File: src/rtl/fetch_stage_pkg.sv
// Shared definitions for the instruction fetch stage: FSM encoding,
// default halt encoding, the ARMv8 NOP and a saturating counter helper.
package fetch_stage_pkg;

  typedef enum logic [1:0] {
    ST_IDLE = 2'd0,
    ST_RUN  = 2'd1,
    ST_HALT = 2'd2
  } fetch_state_e;

  localparam logic [31:0] DEFAULT_HALT_WORD = 32'hD440_0000;
  localparam logic [31:0] ARM_NOP           = 32'hD503_201F;
  localparam logic [63:0] PC_STEP           = 64'd4;

  function automatic logic [31:0] sat_inc32(input logic [31:0] value);
    logic [31:0] result;
    if (value == 32'hFFFF_FFFF) begin
      result = value;
    end else begin
      result = value + 32'd1;
    end
    return result;
  endfunction

endpackage

File: src/rtl/fetch_stage_if_id_reg.sv
// IF/ID pipeline register: clear has priority over load, otherwise the
// contents hold.
module if_id_reg
  import fetch_stage_pkg::*;
(
  input  logic        clk_i,
  input  logic        rst_i,
  input  logic        load_i,
  input  logic        clear_i,
  input  logic [63:0] pc_i,
  input  logic [31:0] instr_i,
  output logic [63:0] pc_o,
  output logic [31:0] instr_o,
  output logic        valid_o
);

  logic [63:0] pc_q,    pc_d;
  logic [31:0] instr_q, instr_d;
  logic        valid_q, valid_d;

  // Next-state selection: clear, load or hold.
  always_comb begin
    pc_d    = pc_q;
    instr_d = instr_q;
    valid_d = valid_q;
    if (clear_i) begin
      pc_d    = 64'd0;
      instr_d = 32'd0;
      valid_d = 1'b0;
    end else if (load_i) begin
      pc_d    = pc_i;
      instr_d = instr_i;
      valid_d = 1'b1;
    end else begin
      pc_d    = pc_q;
      instr_d = instr_q;
      valid_d = valid_q;
    end
  end

  // Register update with synchronous reset.
  always_ff @(posedge clk_i) begin
    if (rst_i) begin
      pc_q    <= 64'd0;
      instr_q <= 32'd0;
      valid_q <= 1'b0;
    end else begin
      pc_q    <= pc_d;
      instr_q <= instr_d;
      valid_q <= valid_d;
    end
  end

  assign pc_o    = pc_q;
  assign instr_o = instr_q;
  assign valid_o = valid_q;

endmodule

File: src/rtl/fetch_stage.sv
// Instruction fetch stage: PC register, IDLE/RUN/HALT control and IF/ID
// register. Optional performance counters under FETCH_PERF_CNT_EN.
module fetch_stage
  import fetch_stage_pkg::*;
#(
  parameter logic [63:0] RESET_PC  = 64'h0,
  parameter logic [31:0] HALT_WORD = DEFAULT_HALT_WORD
)(
  input  logic        CLK,
  input  logic        RESET,
  input  logic        Stall,
  input  logic        Flush,
  input  logic        BranchTaken,
  input  logic [63:0] BranchTarget,
  output logic [63:0] Address,
  input  logic [31:0] Instruction,
  output logic [63:0] IFID_PC,
  output logic [31:0] IFID_Instruction,
  output logic        IFID_Valid,
`ifdef FETCH_PERF_CNT_EN
  output logic [31:0] FetchCount,
  output logic [31:0] StallCount,
`endif
  output logic        Halted
);

  fetch_state_e state_q, state_d;
  logic [63:0]  pc_q, pc_d;
  logic [63:0]  redirect_pc_s;
  logic         ifid_load_s;
  logic         ifid_clear_s;
  logic         stall_edge_s;
  logic         tgt_unused_s;

  // Redirects are word aligned; the low target bits are dropped.
  assign redirect_pc_s = {BranchTarget[63:2], 2'b00};
  assign tgt_unused_s  = ^BranchTarget[1:0];

  // Next-state, next-PC and IF/ID control, in priority order.
  always_comb begin
    state_d      = state_q;
    pc_d         = pc_q;
    ifid_load_s  = 1'b0;
    ifid_clear_s = 1'b0;
    stall_edge_s = 1'b0;
    case (state_q)
      ST_IDLE: begin
        state_d = ST_RUN;
      end
      ST_RUN: begin
        if (BranchTaken) begin
          pc_d         = redirect_pc_s;
          ifid_clear_s = 1'b1;
        end else if (Flush) begin
          ifid_clear_s = 1'b1;
        end else if (Stall) begin
          stall_edge_s = 1'b1;
        end else begin
          ifid_load_s = 1'b1;
          if (Instruction == HALT_WORD) begin
            state_d = ST_HALT;
          end else begin
            pc_d = pc_q + PC_STEP;
          end
        end
      end
      ST_HALT: begin
        ifid_clear_s = 1'b1;
        if (BranchTaken) begin
          pc_d    = redirect_pc_s;
          state_d = ST_RUN;
        end else begin
          pc_d = pc_q;
        end
      end
      default: begin
        state_d = ST_IDLE;
      end
    endcase
  end

  // PC and FSM state registers.
  always_ff @(posedge CLK) begin
    if (RESET) begin
      state_q <= ST_IDLE;
      pc_q    <= RESET_PC;
    end else begin
      state_q <= state_d;
      pc_q    <= pc_d;
    end
  end

  if_id_reg u_if_id_reg (
    .clk_i   (CLK),
    .rst_i   (RESET),
    .load_i  (ifid_load_s),
    .clear_i (ifid_clear_s),
    .pc_i    (pc_q),
    .instr_i (Instruction),
    .pc_o    (IFID_PC),
    .instr_o (IFID_Instruction),
    .valid_o (IFID_Valid)
  );

  assign Address = {2'b00, pc_q[63:2]};
  assign Halted  = (state_q == ST_HALT);

`ifdef FETCH_PERF_CNT_EN
  logic [31:0] fetch_cnt_q;
  logic [31:0] stall_cnt_q;

  // Saturating counts of IF/ID loads and RUN-state stall-only edges.
  always_ff @(posedge CLK) begin
    if (RESET) begin
      fetch_cnt_q <= 32'd0;
      stall_cnt_q <= 32'd0;
    end else begin
      if (ifid_load_s) begin
        fetch_cnt_q <= sat_inc32(fetch_cnt_q);
      end else begin
        fetch_cnt_q <= fetch_cnt_q;
      end
      if (stall_edge_s) begin
        stall_cnt_q <= sat_inc32(stall_cnt_q);
      end else begin
        stall_cnt_q <= stall_cnt_q;
      end
    end
  end

  assign FetchCount = fetch_cnt_q;
  assign StallCount = stall_cnt_q;
`endif

endmodule
File: config.mk
export PLATFORM = sky130hd
export DESIGN_NAME = fetch_stage
export DESIGN_NICKNAME = d
export VERILOG_FILES = /design/src/rtl/fetch_stage_pkg.sv /design/src/rtl/fetch_stage_if_id_reg.sv /design/src/rtl/fetch_stage.sv
export SDC_FILE = /design/constraint.sdc
export NUM_CORES = 1
export LEC_CHECK = 0
export CORE_MARGIN = 8
export CORE_UTILIZATION = 40
export DETAILED_ROUTE_END_ITERATION = 10
export PLACE_DENSITY = 0.73
export SKIP_CTS_REPAIR_TIMING = 1
export SLEW_MARGIN = 20
export SYNTH_ARGS = -nofsm -noshare
export SYNTH_HDL_FRONTEND = slang
export SYNTH_SLANG_ARGS = --single-unit
File: constraint.sdc
create_clock -name CLK -period 2 [get_ports CLK]
set_input_delay 0.2 -clock CLK [delete_from_list [all_inputs] [get_ports CLK]]
set_output_delay 0.2 -clock CLK [all_outputs]
set_load 0.01 [all_outputs]
==> run_results.csv <==
group,metric,value,unit
run_status,status,"complete, but fails checks",
run_status,failed_checks,"negative setup slack",
yosys,async_reset_ff_share,0,%
yosys,synth.area.top_cells,"dfxtp_1, nand2_1, a21oi_1",
yosys,synthFlopType,"dfxtp_1",
clocking,clock-sinks,159,
clocking,cts_tree,"yes",
yosys,yosysTopAreaCell,"dfxtp_1",
setup_path,cp-end-kind,"register",
yosys,postSynthRegisterBits,159,
yosys,synth_seq_area_share,40.5,%
floorplanning,die-height,156,um
timing,fmax,469,MHz
setup_path,path_class,"register to register",
timing,hold_viol_final,0,
floorplanning,dieArea,0.0244,sq mm
grt,antenna_found_initial,0,
placed_design,port_buffers,256,
floorplanning,core-area,0.0194,sq mm
finish,drive_gt1_share,25.1,%
drt,first_pass_iters,6,
timing,whs,0.0588,ns
clocking,clk_path_buf_depth,2,
power,comb_power_share,18.9,%
finish,final_util,70.5,%
drt,drc,0,
yosys,synth_most_common_cell,"nand2_1",
power,p_clk_share,41.0,%
timing,setup-tns-final,-1.50,ns
finish,nets,1573,
yosys,netlist.area_leader.share,40.5,%
floorplanning,dieWidth,156,um
floorplanning,start_util,40.5,%
finish,fill_cells,1522,
setup_path,worstPathMaxFanout,5,
setup_path,critPathArrivalTime,2.49,ns
timing,fin_crit_sh,107,%
power,power_leakage,0.00512,uW
timing,slew_violations,0,
floorplanning,rows,51,
yosys,syn_avg_cell_area,7.37,sq um
power,p_per_area,614,mW/mm^2
setup_path,cp-start-kind,"register",
power,p_sw_share,28.7,%
drt,routed_via_density,5.69,
grt,grt_max_degree,74,
clocking,insertion_delay,0.44,ns
timing,period_needed,2.13,ns
timing,setup_violations,28,
clocking,cts_buffers,17,
yosys,ys_types,63,
drt,wl,34.6,mm
drt,dr_total_vias,9943,
setup_path,cp.required,2.36,ns
yosys,ys_top_cells_by_count,"nand2_1, a21oi_1, dfxtp_1, clkbuf_1, o21ai_0",
grt,grt-ovfl-total,0,
yosys,netlist_instances,1066,
min_path,hp-class,"primary input to register",
job,cap_violations,0,
timing,layout_setup_ws,-0.132,ns
grt,grt_pass1_wl,47.8,mm
finish,final_cell_count_no_fill,1746,
timing,rsz0062_at_grt,"yes",
drt,ant_nets,0,
drt,drt_iter0_markers,1048,
placed_design,dp_hpwl,22.9,mm
drt,wire_per_inst,19.8,um
power,p_int,6000,uW
placed_design,pre_cts_ws,-0.805,ns
yosys,syn_area,0.00786,sq mm
power,power_frac_seq,40.1,%
finish,syn2layout_area_growth,74.2,%
grt,grt_pass1_vias,8816,
power,p_sw,2410,uW
setup_path,r2r_slack,-0.13,ns
finish,n_antenna_cell,0,
clocking,ctsHtreeMaxLevel,4,
yosys,synth_edf_count,0,
placed_design,place_inst,1676,
yosys,yosys_warnings,0,
grt,grt_use_total,24.4,%
floorplanning,design.portCount,263,
placed_design,place_congestion,0.939,
clocking,cts-root-buf,"clkbuf_16",
timing,skew,0.0102,ns
clocking,clk_pin_slew,0.07,ns
power,peakVddDrop,0.623,mV
[path summary, 6_finish.rpt]
check                                                            end                                start  depth (start not counted)
worst min-delay path            u_if_id_reg.instr_o[14]$_SDFFE_PP0P_                      Instruction[14]                          3
worst min register to register   u_if_id_reg.instr_o[4]$_SDFFE_PP0P_  u_if_id_reg.instr_o[4]$_SDFFE_PP0P_                          2
worst max register to register                 pc_q[35]$_SDFFE_PP0P_                 pc_q[4]$_SDFFE_PP0P_                          7
worst max-delay path                           pc_q[35]$_SDFFE_PP0P_                 pc_q[4]$_SDFFE_PP0P_                          7
[power groups by stage]
| stage | Combinational (uW) | Sequential [uW] | Clock [uW] |
|---|---|---|---|
| global route | 1690 | 3380 | 3630 |
| finish | 1590 | 3370 | 3450 |
| detailed placement | 1330 | 3420 | 0 |
| global placement | 1320 | 3420 | 0 |
| floorplan | 479 | 3480 | 0 |
| CTS | 1340 | 3350 | 3480 |
[cell type report]
cell class | instances | area [sq um] | area share [%]
well taps | 265 | 332 | 2.42
clock inverters | 14 | 176 | 1.29
clock buffers | 18 | 439 | 3.21
flip-flops and latches | 159 | 3220 | 23.5
multi-input cells | 806 | 4840 | 35.4
inverters | 15 | 58.8 | 0.430
repair buffers | 469 | 4610 | 33.7
[per-layer routing]
| metal | GRT usage (%) | wire length (um) | vias up |
|---|---|---|---|
| met5 | 0 | 0 | - |
| met4 | 7.41 | 1020 | 0 |
| met3 | 7.04 | 3430 | 94 |
| met2 | 39.4 | 16100 | 556 |
| met1 | 30.9 | 14000 | 4708 |
| li1 | - | - | 4585 |
[through the flow]
| step | total power (uW) | cell area (sq um) |
|---|---|---|
| floorplan | 3960 | 7910 |
| global placement | 4740 | 11900 |
| global route | 8690 | 13700 |
| finish | 8410 | 13700 |
| detailed placement | 4760 | 11900 |
| CTS | 8170 | 12500 |
[worst max-delay path, stage by stage (launching register included)]
cell      delay [ns]
dfxtp_4         0.37
nand3_4         0.09
or4_4           0.62
nor4_4          0.30
buf_4           0.20
a31oi_1         0.09
o21ba_1         0.22
a211oi_2        0.15
[flip-flops by register name, summed over array words and instances (netlist names)]
signal	flops
state_q	2
pc_q	62
u_if_id_reg.instr_o	32
u_if_id_reg.valid_o	1
u_if_id_reg.pc_o	62
[placed cells by master, fill, tap and decap left out, drive strengths merged, types with 13 or more instances in the layout]
master / n
o32ai: 13
nor2: 44
buf: 210
a211oi: 18
nor4: 28
o21ai: 54
inv: 21
nand4: 28
clkbuf: 22
and2: 15
nand3: 37
dlymetal6s2s: 29
dfxtp: 159
a21oi: 162
nand2: 258
nor3: 25
clkdlybuf4s50: 226
[logic make-up (layout without fill, tap and decap cells)]
kind of cell	after synthesis	in the layout	share of synthesized area [%]
other cells	1	4	0.0477
flops	159	159	40.5
compound gates	311	312	23.5
fa+ha+maj	4	4	0.637
buf+inv	105	516	5.56
mux	1	1	0.127
simple gates	485	485	29.6
(Power assumes the default switching activity.)
==> variant 1 (same flow settings) <==
Add a define of `FETCH_PERF_CNT_EN`.
--- a/src/rtl/fetch_stage.sv
+++ b/src/rtl/fetch_stage.sv
@@ -2,2 +2,4 @@
 // register. Optional performance counters under FETCH_PERF_CNT_EN.
+`define FETCH_PERF_CNT_EN
+
 module fetch_stage
Function (old outputs only; new: FetchCount and StallCount): kept (Yosys induction, for registers that start in step).
==> variant 1 against the unedited design <==
The flow finishes with violations (negative hold slack, negative setup slack). Wire length is 27% higher. Final area is 31% higher. Combinational power grew to 3.0 times the old value. Sequential cell count is 64 higher. Final cell count is 30% higher. Total power is 83% higher. Worst hold slack worse by 0.095 ns. Worst setup slack worse by 0.068 ns. Area after synthesis is 34% higher. Global-route usage is 0.081 points higher. Synthesized cell count is 31% higher. Core utilization is 1.7 points lower. Largest power group unchanged.
==> variant 1: results <==
{
  "grt_max_degree": 59,
  "hold_slack_ns": -0.0361,
  "setup_tns_ns": -3.20,
  "placement.io_buffers": 320,
  "setup_slack_ns": -0.200,
  "violations": "negative hold slack, negative setup slack",
  "hpwl_um": 30600,
  "grt_use_met1": 0.297,
  "layout.cells.non_filler": 2271,
  "hold_viol": 7,
  "pg_clk_mw": 5.56,
  "numPlacedInstances": 2177,
  "met2_length_um": 21100,
  "power.total_mw": 15.4,
  "nets": 2021,
  "crit_path_max_incr_delay_ns": 0.43,
  "dpl_cell_area_um2": 15700,
  "gp_congestion": 0.934,
  "seq_area_frac_synth": 0.423,
  "status": "complete, but fails checks",
  "post-place-ws_ns": -0.686,
  "synthCells": 1398,
  "sw_frac_of_total": 0.307,
  "htreeDepth": 1,
  "clock_latency_ns": 0.54,
  "grt_pass1_vias": 11850,
  "p_leak_nw": 6.43,
  "track_usage": 0.245,
  "setup_viol": 36,
  "skew_ns": 0.0164,
  "m1WireLength_um": 17200,
  "wire_per_inst_um": 19.4
}
[variant 1: cell types whose count changed in the layout (fill, tap and decap cells not counted), moves of 25 or more]
| cell | change |
|---|---|
| dfxtp_1 | +65 |
| nor2_1 | +48 |
| nand2_1 | +47 |
| clkdlybuf4s50_1 | +85 |
| o21ai_0 | +25 |
| xor2_1 | +25 |
| buf_4 | +52 |
[variant 1: critical path: cells and delay by family (launching register included)]
kind                   cells  cell delay (ns)
and+or+nand+nor            4             1.15
buffers and inverters      2             0.43
DFF                        1             0.34
AOI/OAI and AO/OA          2             0.15
[variant 1: final cells by class]
cell class	count	area [um2]
fillers	2060	8100
multi-input cells	1057	6310
repair buffers	581	5540
flip-flops and latches	223	4500
clock buffers	34	752
well taps	335	419
clock inverters	14	258
inverters	24	92.6
diodes	3	7.51
[variant 1: logic make-up (layout without fill, tap and decap cells)]
kind of cell / Yosys count / after routing / synth area share
buffers and inverters: 123 / 653 / 0.0470
AND/OR/NAND/NOR: 639 / 639 / 0.282
flip-flops: 223 / 223 / 0.423
other: 1 / 7 / 0.000355
AO/OA/AOI/OAI: 354 / 356 / 0.197
multiplexers: 3 / 3 / 0.00284
XOR/XNOR: 49 / 49 / 0.0406
adder cells (fa/ha/maj): 6 / 6 / 0.00711
[variant 1: path summary, 6_finish.rpt]
| check | startpoint | cells after the start | slack [ns] | endpoint |
|---|---|---|---|---|
| worst max-delay path | pc_q[15] | 8 | -0.20 | pc_q[58] |
| worst min-delay path | RESET | 2 | -0.04 | pc_q[6] |
| worst min register to register | u_if_id_reg.pc_o[21] | 2 | 0.45 | u_if_id_reg.pc_o[21] |
| worst max register to register | pc_q[15] | 8 | -0.20 | pc_q[58] |
==> variant 2 (same flow settings) <==
Made on the original files. The 3 states of `fetch_state_e` get a one-hot encoding in 3 bits.
--- a/src/rtl/fetch_stage_pkg.sv
+++ b/src/rtl/fetch_stage_pkg.sv
@@ -4,6 +4,6 @@
 
-  typedef enum logic [1:0] {
-    ST_IDLE = 2'd0,
-    ST_RUN  = 2'd1,
-    ST_HALT = 2'd2
+  typedef enum logic [2:0] {
+    ST_IDLE = 3'b001,
+    ST_RUN  = 3'b010,
+    ST_HALT = 3'b100
   } fetch_state_e;
Behaviour: same outputs for any inputs over 4 cycles, from zero or initial values and one cycle with RESET high; so few cycles prove little.
==> variant 2 against the unedited design <==
Count of clock-buffer cells in the layout unchanged. Worst setup slack better by 0.12 ns. Final area down 8.6%. Critical path type is now input port to flop. Wire length decreased by 12%. Highest routed layer unchanged. Combinational power fell by 39%. Area after synthesis fell by 2.9%. Clock skew rose by 0.0027 ns. First-iteration DRC count down 32%. Sequential cell count increased by 1. Final cell count down 7.2%. Largest cell class unchanged. Total power shrank 7.1%. Critical path depth rose by 1. The flow still finishes with violations (negative setup slack). Largest power group unchanged. Register-to-register slack gained 0.15 ns. Sequential share of layout area grew 2.2 points.
==> variant 2: results <==
{
  "status": "complete, but fails checks",
  "violations": "negative setup slack",
  "drt-total-wl_um": 30500,
  "critPathSlowestCell": "clkdlybuf4s50_1",
  "gp_congestion": 0.910,
  "drtPass1Iterations": 5,
  "async_flop_share": 0,
  "grt_pass1_vias": 8388,
  "synthTopCellsByCount": "nand2_1, dfxtp_1, a21oi_1",
  "skew_ns": 0.0129,
  "ys_types": 65,
  "htreeDepth": 4,
  "drive_gt1_frac": 0.195,
  "cp_top_family": "simple AND/OR/NAND/NOR gates",
  "worst_pin_slew_ns": 0.734,
  "drt_iter0_drc": 711,
  "antenna_found_initial": 1,
  "setup_slack_ns": -0.0127,
  "placement.io_buffers": 256,
  "hpwl_um": 21400,
  "cts_buffers": 17,
  "p_leak_nw": 4.53,
  "grt_max_degree": 56,
  "avgViaCountPerCell": 5.48,
  "synth_ff_type": "dfxtp_1",
  "synthTopCellsByArea": "dfxtp_1, nand2_1, a21oi_1",
  "crit_path_max_incr_delay_ns": 0.48,
  "ir_worst_vdd_uv": 620,
  "final-max-slew-violation-count": 0,
  "nets": 1474,
  "grt_pass1_wl_um": 45800,
  "grt_overflow": 0,
  "yosysWarnings": 0,
  "hp-class": "input port to flop",
  "cp.arrival_ns": 2.29,
  "clkTransAtPathRegs_ns": 0.07,
  "track_usage": 0.239,
  "clk_path_buf_depth": 2,
  "setup_viol": 4,
  "cts-root-buf": "clkbuf_16",
  "clock_latency_ns": 0.44,
  "path_max_fanout": 9,
  "setup_tns_ns": -0.0249,
  "seq_area_frac_synth": 0.420,
  "nFillCells": 1583
}
[variant 2: cell count changes in the layout (fill, tap and decap cells not counted), sizes merged, moves of 10 or more]
cell	before	now
buf	210	157
clkdlybuf4s50	226	244
dlymetal6s2s	29	11
nand2	258	272
nor3	25	11
nor4	28	15
a21oi	162	151
o31ai	7	17
[variant 2: layout make-up]
class	instances	area [um2]	area share
Inverter	9	33.8	0.00270
Timing Repair Buffer	417	4060	0.324
Clock buffer	18	429	0.0343
Multi-Input combinational cell	767	4270	0.341
Sequential cell	160	3220	0.258
Antenna cell	1	2.50	0.000200
Clock inverter	14	203	0.0162
Tap cell	234	293	0.0234
[variant 2: layer usage]
metal / global-route usage / wire (um) / part of all wire
met5: 0 / 0 / 0
met4: 0.0882 / 579 / 0.019
met3: 0.0706 / 2670 / 0.088
met2: 0.385 / 14300 / 0.47
met1: 0.298 / 12900 / 0.42
[variant 2: final timing paths]
| check | slack, ns | endpoint | start | cells after the start |
|---|---|---|---|---|
| min reg2reg | 0.45 | u_if_id_reg.instr_o[16] | u_if_id_reg.instr_o[16] | 2 |
| max reg2reg | 0.02 | pc_q[63] | pc_q[48] | 7 |
| max | -0.01 | pc_q[63] | Instruction[5] | 8 |
| min | 0.06 | u_if_id_reg.instr_o[30] | Instruction[30] | 3 |
[variant 2: worst min-delay path, stage by stage]
cell            delay, ns
dlymetal6s2s_1       0.13
nand2_1              0.06
a21oi_1              0.05
[variant 2: where the power goes]
part	leakage, nW	switching, mW	internal [mW]	total [mW]
Clock	0.305	1.45	2.12	3.57
Sequential	1.30	0.0402	3.23	3.27
Combinational	2.92	0.471	0.500	0.971
Total	4.53	1.96	5.85	7.81
[variant 2: kinds of logic (layout without fill, tap and decap cells)]
group	Yosys count	count (layout)	synth area share
buf+inv	96	458	0.0572
other cells	1	5	0.000491
fa+ha+maj	1	1	0.00164
simple gates	449	449	0.275
flops	160	160	0.420
compound gates	313	313	0.246
[variant 2: per-stage QoR]
step | total power [mW] | area (um2) | instances | worst slack, ns | hold slack [ns]
floorplan | 3.71 | 7680 | 1023 | -0.110 | 0.336
global placement | 4.22 | 11400 | 1572 | -0.532 | 0.441
detailed placement | 4.23 | 11400 | 1572 | -0.659 | 0.445
CTS | 7.76 | 12000 | 1604 | -0.208 | 0.129
global route | 8.04 | 12500 | 1620 | -0.0665 | 0.0674
finish | 7.81 | 12500 | 1620 | -0.0127 | 0.0610
